==> config.mk <==
export PLATFORM = sky130hd
export DESIGN_NAME = dual_button_debouncer
export DESIGN_NICKNAME = d
export VERILOG_FILES = /design/src/rtl/dual_button_debouncer.sv
export SDC_FILE = /design/constraint.sdc
export NUM_CORES = 1
export LEC_CHECK = 0
export ABC_AREA = 1
export CORE_ASPECT_RATIO = 1.2
export CORE_MARGIN = 3
export CORE_UTILIZATION = 65
export CTS_BUF_LIST = sky130_fd_sc_hd__clkbuf_16
export DETAILED_ROUTE_END_ITERATION = 6
export PLACE_DENSITY = 0.85
export SYNTH_ARGS = -nofsm -noshare
export SYNTH_HDL_FRONTEND = slang
export SYNTH_SLANG_ARGS = --single-unit
==> constraint.sdc <==
create_clock -name clk -period 2.3 [get_ports clk]
set_input_delay 0.46 -clock clk [delete_from_list [all_inputs] [get_ports clk]]
set_output_delay 0.46 -clock clk [all_outputs]
set_load 0.005 [all_outputs]
==> src/rtl/dual_button_debouncer.sv <==
// -----------------------------------------------------------------------------
// dual_button_debouncer
//
// Two independent debouncers for the raw board pushbuttons. Their clean levels
// drive the xor2 gate's x0/x1 inputs, and each channel also gives a one-cycle
// strobe when its level goes 0->1, for downstream counters and LEDs.
//
// Each channel has three parts:
//   - a two-flop synchroniser on the raw input
//   - a two-state filter FSM
//   - a stability counter
// A new level is accepted only after the synchronised input has disagreed
// with the current output for DEBOUNCE_CYCLES+1 consecutive cycles.
//
// Parameters:
//   DEBOUNCE_CYCLES  mismatch cycles counted in CHECK before acceptance (>= 2)
//   CNT_W            counter width, must hold DEBOUNCE_CYCLES-1
//
// Ports:
//   clk       in   system clock (12 MHz on board)
//   rst_n     in   asynchronous active-low reset
//   sw0, sw1  in   raw, bouncy, asynchronous button inputs
//   x0, x1    out  debounced levels (registered)
//   x0_pulse  out  one-cycle strobe on x0 rising (registered)
//   x1_pulse  out  one-cycle strobe on x1 rising (registered)
// -----------------------------------------------------------------------------

// -----------------------------------------------------------------------------
// dual_button_debouncer_chan
//
// One debouncer channel: synchroniser, filter FSM and stability counter.
//
// Ports:
//   clk, rst_n  clock and asynchronous active-low reset
//   i_sw        raw button input
//   o_level     debounced level
//   o_pulse     one-cycle strobe on o_level rising
//
// state     | meaning
// ----------+------------------------------------------------------------
// ST_STABLE | synchronised input agrees with o_level; counter held at 0
// ST_CHECK  | input disagrees; counting consecutive mismatch cycles
// -----------------------------------------------------------------------------
module dual_button_debouncer_chan #(
  parameter int DEBOUNCE_CYCLES = 120000,
  parameter int CNT_W           = $clog2(DEBOUNCE_CYCLES)
) (
  input  logic clk,
  input  logic rst_n,
  input  logic i_sw,
  output logic o_level,
  output logic o_pulse
);

  typedef enum logic {
    ST_STABLE = 1'b0,
    ST_CHECK  = 1'b1
  } state_t;

  localparam logic [CNT_W-1:0] CNT_MAX = CNT_W'(DEBOUNCE_CYCLES - 1);

  logic             r_sync1;
  logic             r_sync2;
  state_t           r_state;
  logic [CNT_W-1:0] r_cnt;
  logic             r_level;
  logic             r_pulse;

  state_t           w_state_nxt;
  logic [CNT_W-1:0] w_cnt_nxt;
  logic             w_level_nxt;
  logic             w_pulse_nxt;
  logic             w_mismatch;

  // i_sw is asynchronous to clk; only r_sync2 is used past this point.
  always_ff @(posedge clk or negedge rst_n) begin
    if (!rst_n) begin
      r_sync1 <= 1'b0;
      r_sync2 <= 1'b0;
    end else begin
      r_sync1 <= i_sw;
      r_sync2 <= r_sync1;
    end
  end

  assign w_mismatch = (r_sync2 != r_level);

  always_ff @(posedge clk or negedge rst_n) begin
    if (!rst_n) begin
      r_state <= ST_STABLE;
      r_cnt   <= '0;
      r_level <= 1'b0;
      r_pulse <= 1'b0;
    end else begin
      r_state <= w_state_nxt;
      r_cnt   <= w_cnt_nxt;
      r_level <= w_level_nxt;
      r_pulse <= w_pulse_nxt;
    end
  end

  always_comb begin
    w_state_nxt = r_state;
    w_cnt_nxt   = '0;
    w_level_nxt = r_level;
    w_pulse_nxt = 1'b0;

    case (r_state)
      ST_STABLE: begin
        if (w_mismatch) begin
          w_state_nxt = ST_CHECK;
        end
      end

      ST_CHECK: begin
        if (!w_mismatch) begin
          // Bounced back before qualifying: drop the pending change silently.
          w_state_nxt = ST_STABLE;
        end else if (r_cnt == CNT_MAX) begin
          // Accepting a mismatch means the level flips. The new level is 1
          // only when this is a rising edge, so it doubles as the strobe.
          w_state_nxt = ST_STABLE;
          w_level_nxt = r_sync2;
          w_pulse_nxt = r_sync2;
        end else begin
          // Saturates at CNT_MAX because acceptance leaves CHECK.
          w_cnt_nxt = r_cnt + CNT_W'(1);
        end
      end

      default: begin
        w_state_nxt = ST_STABLE;
      end
    endcase
  end

  assign o_level = r_level;
  assign o_pulse = r_pulse;

endmodule

module dual_button_debouncer #(
  parameter int DEBOUNCE_CYCLES = 120000,
  parameter int CNT_W           = $clog2(DEBOUNCE_CYCLES)
) (
  input  logic clk,
  input  logic rst_n,
  input  logic sw0,
  input  logic sw1,
  output logic x0,
  output logic x1,
  output logic x0_pulse,
  output logic x1_pulse
);

  // Catch bad parameterisation at elaboration rather than in silicon.
  if (DEBOUNCE_CYCLES < 2) begin : g_bad_cycles
    $error("dual_button_debouncer: DEBOUNCE_CYCLES must be >= 2");
  end
  if ((DEBOUNCE_CYCLES - 1) >= (1 << CNT_W)) begin : g_bad_width
    $error("dual_button_debouncer: CNT_W too narrow for DEBOUNCE_CYCLES-1");
  end

  // The channels share nothing but clock and reset.
  dual_button_debouncer_chan #(
    .DEBOUNCE_CYCLES (DEBOUNCE_CYCLES),
    .CNT_W           (CNT_W)
  ) u_ch0 (
    .clk     (clk),
    .rst_n   (rst_n),
    .i_sw    (sw0),
    .o_level (x0),
    .o_pulse (x0_pulse)
  );

  dual_button_debouncer_chan #(
    .DEBOUNCE_CYCLES (DEBOUNCE_CYCLES),
    .CNT_W           (CNT_W)
  ) u_ch1 (
    .clk     (clk),
    .rst_n   (rst_n),
    .i_sw    (sw1),
    .o_level (x1),
    .o_pulse (x1_pulse)
  );

endmodule
### Word-level counts from Yosys, hierarchy flattened

Index checks and enable logic that the tools add are counted.

| cells by class | value |
|---|---|
| equality and inequality tests | 4 |
| $add $sub $neg | 2 |
| bitwise gates (word level) | 2 |
| multiplexer cells | 20 |
| reductions and logical operators | 2 |

Operators by type and width:

| cell | number |
|---|---|
| 2-to-1 mux 17 bit | 6 |
| adder 17 x 1 -> 17 bit (second input constant) | 2 |
| == test 17 bit (second input constant) | 2 |
| 2-to-1 mux 1 bit | 12 |
| AND reduction 3 bit | 2 |
| case mux 1 bit (2 select lines) | 2 |
| != test 1 bit | 2 |
| NOT 1 bit | 2 |

| word-level totals | value |
|---|---|
| output and inout port bits | 4 |
| word-level logic and storage cells | 42 |
| flip-flop bits (word level) | 44 |

### Depth between registers and ports, before layout

Gate-level depths: netlist of the first run.

| logic depth | value |
|---|---|
| depth after elaboration | 4 |
| gate-level depth with buffers | 8 |

### Hierarchy

A second synthesis of the first run with hierarchy kept.

| unflattened totals | value |
|---|---|
| cells, all modules | 264 |
| area total of the unflattened synthesis | 2212.1 sq um |

Modules (own cells, without submodules):

| module | cells an instance | instances | area each (sq um) |
|---|---|---|---|
| dual_button_debouncer_chan | 132 | 2 | 1106.1 |

### Worst setup path before layout of the first run

No wires, ideal clock.

| timing | value |
|---|---|
| path type | reg2reg |
| start point | register u_ch1.r_cnt[0] |
| end point | register u_ch1.r_cnt[14] |
| clock period less this slack | 1.327 ns |
| data required time | 2.181 ns |
| stages on the path, launching flop included | 8 |
| data arrival time | 1.208 ns |
| path slack | 0.973 ns |
| cell sequence | dfrtp_1 -> ha_1 -> nand2_1 -> nor2_2 -> nand3_2 -> nand2_2 -> buf_8 -> nor2_2 |

| between the ends | value |
|---|---|
| longest elaborated chain between the ends | 4 |
| elaborated cells between the ends (all ways) | 5 |

Ends and longest elaborated chain:

| item | RTL line | RTL |
|---|---|---|
| start: declaration | 65 | `logic [CNT_W-1:0] r_cnt;` |
| start signal: assignment | 96 | `r_cnt <= w_cnt_nxt;` |
| adder 17 x 1 -> 17 bit / == test 17 bit (equally long branches) | 127, 119 |  |
| 2-to-1 mux 17 bit (*) | 119 | `end else if (r_cnt == CNT_MAX) begin` |
| 2-to-1 mux 17 bit (*) | 116 | `if (!w_mismatch) begin` |
| 2-to-1 mux 17 bit (*) | 108 | `case (r_state)` |
| via u_ch1.w_cnt_nxt[14] | 70 | `logic [CNT_W-1:0] w_cnt_nxt;` |

Mark *: on every way through the listed nets, which the timed path passes. The rest lies on a longest branch.
A chain may end at the register's enable or synchronous reset.

### Worst setup path after layout of the first run

| timing | value |
|---|---|
| start point | register u_ch1.r_level (netlist: u_ch1.o_level) |
| end point | output x1 |

RTL lines:

| item | RTL line | RTL |
|---|---|---|
| start: declaration | 66 | `logic r_level;` |
| start signal: assignment | 97 | `r_level <= w_level_nxt;` |
| end: declaration | 151 | `output logic x1,` |

No word-level cell between the ends.

==> flow_metrics.tcl, run 1 <==
set metrics [dict create \
    yosys.area_share.adder_pct 1.076 \
    rrSetupSlack_ps 770 \
    nNetsFinal 310 \
    cts_num_sinks 44 \
    required_ps 1840 \
    ant_nets 0 \
    post-place-ws_ps 776.1 \
    tritoncts.num_buffers 5 \
    cts-root-buf "clkbuf_16" \
    path_class "flop to output pin" \
    first_iter_violations 168 \
    critical-path-top-delay-family "buffers and inverters" \
    synthCells 291 \
    hold_path_class "input pin to async pin" \
    p_leak_nw 1.060 \
    end_kind "output pin" \
    drive_gt1_share_pct 13.11 \
    synth_compound_area_share_pct 2.583 \
    cp_max_fo 4 \
    hold_slack_ps 76.96 \
    async_flop_share_pct 100.0 \
    ios 8 \
    ys_ff_latch 44 \
    timing.rr.start "u_ch0.r_cnt[0]" \
    fp.coreArea_sq_um 3396 \
    grt_max_degree 31 \
    avgSynthCellArea_sq_um 7.989 \
    die_area_sq_um 4333 \
    r2r_cells 6 \
    final.setup.worst_slack_ps 628.1 \
    antenna_found_initial 0 \
    crit_slowest_cell "clkdlybuf4s50_1" \
    cts-hold-fix-buffers 0 \
    cts_tree "yes" \
    portBuffers 7 \
    vias_per_cell 5.380 \
    gp_congestion 0.9957 \
    path_buf_inv 1 \
    htree_levels 2 \
    r2r_end "u_ch0.r_state" \
    cpPeakStageDelay_ps 520 \
    insertion_delay_ps 280 \
    rows 23 \
    grt_first_pass_wirelength_um 7652 \
    clk_pin_slew_ps 60 \
    overflow 0 \
    post-route-min-period_ps 1672 \
    p_per_area_nw_per_um2 593.6 \
    synth_xor_area_share_pct 6.405 \
    die_w_um 60.60 \
    globalRouteTotalUtil_pct 23.57 \
    outcome "completed" \
    finalHoldViolCount 0 \
    synth_nets 297 \
    firstDrtPassIters 6 \
    synth_ff_type "dfrtp_1" \
    yosys_warnings 0 \
    fmax_ghz 0.5981 \
    synthMuxAreaShare_pct 0 \
    min_period_over_period_pct 72.69 \
    synth_edf_count 0 \
    netlist_area_sq_um 2325 \
    fin_setup_tns_ps 0 \
    startpoint_type "flop" \
    dpl.hpwl_um 3214 \
    path_cells "clkdlybuf4s50_1" \
    synth_top_family_by_area "simple AND/OR/NAND/NOR gates" \
    worst-slew-pin-transition_ps 404.7 \
    die-height_um 71.51 \
    area_growth_pct 10.01 \
    relSlewSlack_pct 72.92 \
    ys_seq_area_share_pct 47.36 \
    synth_top_area_share_pct 47.36 \
    initial_utilization_pct 68.46 \
    vdd_drop_max_mv 0.4848 \
    arrival_ps 1210 \
    post_cts_buffers 0 \
    synth_area_leaders "dfrtp_1 47%, nand2_1 11%, nor2_1 8.6%, nor2_2 4.8%, nand3_1 4.7%" \
    fin_skew_ps 5.794 \
    post_drt_wl_per_cell_um 12.74 \
    setup_viol 0 \
    grt_pass1_vias 1770 \
    antennaDiodeCount 0 \
    cts_resized 0 \
    drv_cap 0 \
    rsz0062_at_grt "false" \
    clock_tree.buffer_depth 2 \
    drc 0 \
    yosys.area_share.simple_pct 36.44 \
    synth_cell_types 25 \
    synth_top_area_cell "dfrtp_1" \
    finalMaxSlewViolations 0 \
    routed-via-count 1840 \
    power_w 0.001518 \
    routed_wl_um 4358 \
]
==> registers in the layout, indices dropped and copies added (netlist names) <==
register,count
u_ch0.r_cnt,17
u_ch1.r_cnt,17
u_ch0.o_level,1
u_ch0.o_pulse,1
u_ch0.r_state,1
u_ch0.r_sync1,1
u_ch0.r_sync2,1
u_ch1.o_level,1
u_ch1.o_pulse,1
u_ch1.r_state,1
u_ch1.r_sync1,1
u_ch1.r_sync2,1
==> logic make-up after synthesis <==
family          Yosys count
xor+xnor                 17
simple gates            184
buf+inv                  33
flops                    44
fa+ha+maj                 2
compound gates           11
==> stage by stage <==
step,utilization (%),area (sq um),cells
final,75.31,2557,342
after global routing,75.31,2557,342
after CTS,75.31,2557,342
after detailed placement,71.19,2417,334
after global placement,71.19,2417,334
after floorplan,-,2325,291
==> per-layer routing <==
layer	vias up	track usage, %	wire [um]
li1	939	-	-
met1	843	29.40	1873
met2	40	37.81	2218
met3	18	4.505	117
met4	0	12.77	148
met5	-	0	0
==> placed cells by master, fill, tap and decap left out <==
cell | synthesis | routed
nand3_1 | 22 | 22
clkinv_1 | 0 | 1
o21bai_1 | 2 | 2
nor3_2 | 2 | 2
and2_1 | 1 | 1
clkbuf_16 | 0 | 5
nand2_2 | 4 | 4
ha_1 | 2 | 2
buf_2 | 0 | 1
nor2_1 | 53 | 53
nor2_4 | 1 | 1
inv_1 | 27 | 28
nor2_2 | 18 | 18
nand2_1 | 68 | 68
nand4_1 | 6 | 6
dfrtp_1 | 44 | 44
buf_4 | 0 | 1
nand3_2 | 3 | 3
inv_2 | 4 | 4
xor2_1 | 9 | 9
nor3_1 | 2 | 2
nor3b_1 | 1 | 1
o21ai_1 | 6 | 6
nand3b_1 | 3 | 3
clkinvlp_4 | 0 | 1
o21ai_0 | 2 | 2
a21oi_1 | 1 | 1
xnor2_1 | 8 | 8
clkdlybuf4s50_1 | 0 | 6
==> synthesized netlist by cell type (3+ instances only) <==
library cell,count
dfrtp_1,44
inv_1,27
inv_2,4
nand2_1,68
nand2_2,4
nand3_1,22
nand3_2,3
nand3b_1,3
nand4_1,6
nor2_1,53
nor2_2,18
o21ai_1,6
xnor2_1,8
xor2_1,9
==> report_power, final <==
part | internal (W) | leakage (nW) | switching, W
Clock | 0.000394 | 0.0687 | 0.000276
Sequential | 0.000786 | 0.599 | 0.00000847
Combinational | 0.0000137 | 0.392 | 0.0000400
==> layout make-up <==
type                            instances  area [sq um]
Sequential cell                        44          1101
Timing Repair Buffer                    8         72.57
Fill cell                             239         838.3
Multi-Input combinational cell        214          1081
Clock buffer                            5         125.1
Inverter                               31         116.4
Tap cell                               37         46.29
Clock inverter                          3         15.01
==> how the worst max path moves through the flow <==
stage / start / to / slack [ps] / depth (start not counted)
2_1_floorplan: u_ch1.r_cnt[0] / u_ch1.r_cnt[14] / 970 / 7
3_3_place_gp: u_ch1.r_cnt[0] / u_ch1.r_cnt[11] / 800 / 6
3_5_place_dp: u_ch0.r_cnt[0] / u_ch0.r_state / 780 / 6
4_1_cts: u_ch1.o_level / x1 / 620 / 1
5_1_grt: u_ch0.r_cnt[0] / u_ch0.r_state / 540 / 6
6_report: u_ch1.o_level / x1 / 630 / 1
Note: power is estimated with default switching activity, not from simulation.
==> inputs of run 2 (changes only) <==
- CORE_UTILIZATION: 65 -> 60
- PLACE_DENSITY: 0.85 -> 0.79
- clock period: 2.3 -> 1.74 ns (I/O delays scaled with it)
==> run 2 against run 1 <==
  * Routed wire length is 3.6% lower
  * Critical path depth is the same
  * Cell count grew 4.7%
  * Non-clock buffer count grew 2
  * Critical path type unchanged
==> flow_metrics.tcl, run 2 (synthesis results as in run 1) <==
set metrics [dict create \
    r2r_end "u_ch1.r_cnt[9]" \
    fin_skew_ps 3.413 \
    post_cts_buffers 0 \
    relSlewSlack_pct 64.74 \
    fin_setup_tns_ps 0 \
    routed-via-count 1812 \
    startpoint_type "flop" \
    dp_cells 351 \
    area_growth_pct 11.73 \
    vias_per_cell 5.061 \
    fin_cells 358 \
    path_buf_inv 1 \
    die-height_um 74.19 \
    worst-path-stages 1 \
    p_leak_nw 1.077 \
    vdd_drop_max_mv 0.5551 \
    insertion_delay_ps 280 \
    drive_gt1_share_pct 13.73 \
    outcome "completed" \
    p_per_area_nw_per_um2 764.1 \
    routed_wl_um 4203 \
    first_iter_violations 110 \
    cp_max_fo 4 \
    crit_start "u_ch1.o_level" \
    post-route-min-period_ps 1542 \
    rsz0062_at_grt "false" \
    ant_nets 0 \
    end_kind "output pin" \
    clock_tree.buffer_depth 2 \
    fmax_ghz 0.6484 \
    required_ps 1390 \
    arrival_ps 1190 \
    globalRouteTotalUtil_pct 20.63 \
    htree_levels 2 \
    dpl.hpwl_um 3152 \
    finalHoldViolCount 0 \
    ios 8 \
    fp.coreArea_sq_um 3694 \
    cpPeakStageDelay_ps 520 \
    cts_num_sinks 44 \
    worst-slew-pin-transition_ps 529.0 \
    cts-root-buf "clkbuf_16" \
    clk_pin_slew_ps 60 \
    crit_slowest_cell "clkdlybuf4s50_1" \
    min_period_over_period_pct 88.63 \
    die_area_sq_um 4660 \
    antennaDiodeCount 0 \
    firstDrtPassIters 4 \
    cts_resized 0 \
    path_class "flop to output pin" \
    grt_pass1_vias 1786 \
    rrSetupSlack_ps 220 \
    finalMaxSlewViolations 0 \
    grt_first_pass_wirelength_um 7493 \
    critical-path-top-delay-family "buffers and inverters" \
    gp_congestion 0.9737 \
    timing.critical_path.to "x1" \
    die_w_um 62.82 \
    path_cells "clkdlybuf4s50_1" \
    post-route-util_pct 70.33 \
    hold_path_class "input pin to async pin" \
    final_common_cell "nand2_1" \
    setup_viol 0 \
    overflow 0 \
    portBuffers 7 \
    tritoncts.num_buffers 5 \
    rows 24 \
    drc 0 \
    cts_tree "yes" \
    antenna_found_initial 0 \
    grt_max_degree 45 \
    hold_slack_ps 126.1 \
    timing.rr.start "u_ch1.r_cnt[0]" \
    top_regs "u_ch0.r_cnt x17, u_ch1.r_cnt x17" \
    post_drt_wl_per_cell_um 11.74 \
    initial_utilization_pct 62.94 \
    cts-hold-fix-buffers 0 \
    nNetsFinal 312 \
    most-common-layout-cells "68 x nand2_1, 53 x nor2_1, 44 x dfrtp_1" \
    drv_cap 0 \
    r2r_cells 6 \
]
## run 2: final cells by class
type	instances	area, sq um
repair buffers	10	100.1
fillers	330	1096
flip-flops and latches	44	1101
clock buffers	5	125.1
multi-input cells	214	1081
well taps	52	65.06
inverters	31	116.4
clock inverters	2	8.758
## run 2: report_power, final
group / internal [W] / switching, W
clock network: 0.000515 / 0.000339
registers: 0.00104 / 0.0000113
logic: 0.0000264 / 0.0000542
## run 2: worst min-delay path by stage
| stage | cells after the start | end | startpoint |
|---|---|---|---|
| 5_1_grt | 2 | u_ch0.r_cnt[5] | rst_n |
| 4_1_cts | 2 | u_ch0.r_cnt[6] | rst_n |
| 6_report | 2 | u_ch0.r_cnt[6] | rst_n |
| 3_3_place_gp | 0 | u_ch0.r_sync2 | u_ch0.r_sync1 |
| 2_1_floorplan | 0 | u_ch0.o_level | rst_n |
| 3_5_place_dp | 0 | u_ch1.r_sync2 | u_ch1.r_sync1 |
## run 2: through the flow
stage	instance area [sq um]	setup WS, ps	total power, W
floorplan	2325	413.5	0.001111
global placement	2464	277.3	0.001148
detailed placement	2464	217.9	0.001151
CTS	2597	182.1	0.002022
global route	2597	70.20	0.002063
finish	2597	197.8	0.001985
## run 2: layer usage
metal  vias up  wire [um]  track usage [%]
li1        937          -                -
met1       829       1726            21.10
met2        31       2229            39.57
met3        15        106            4.079
met4         0        141            12.01
met5         -          0                0
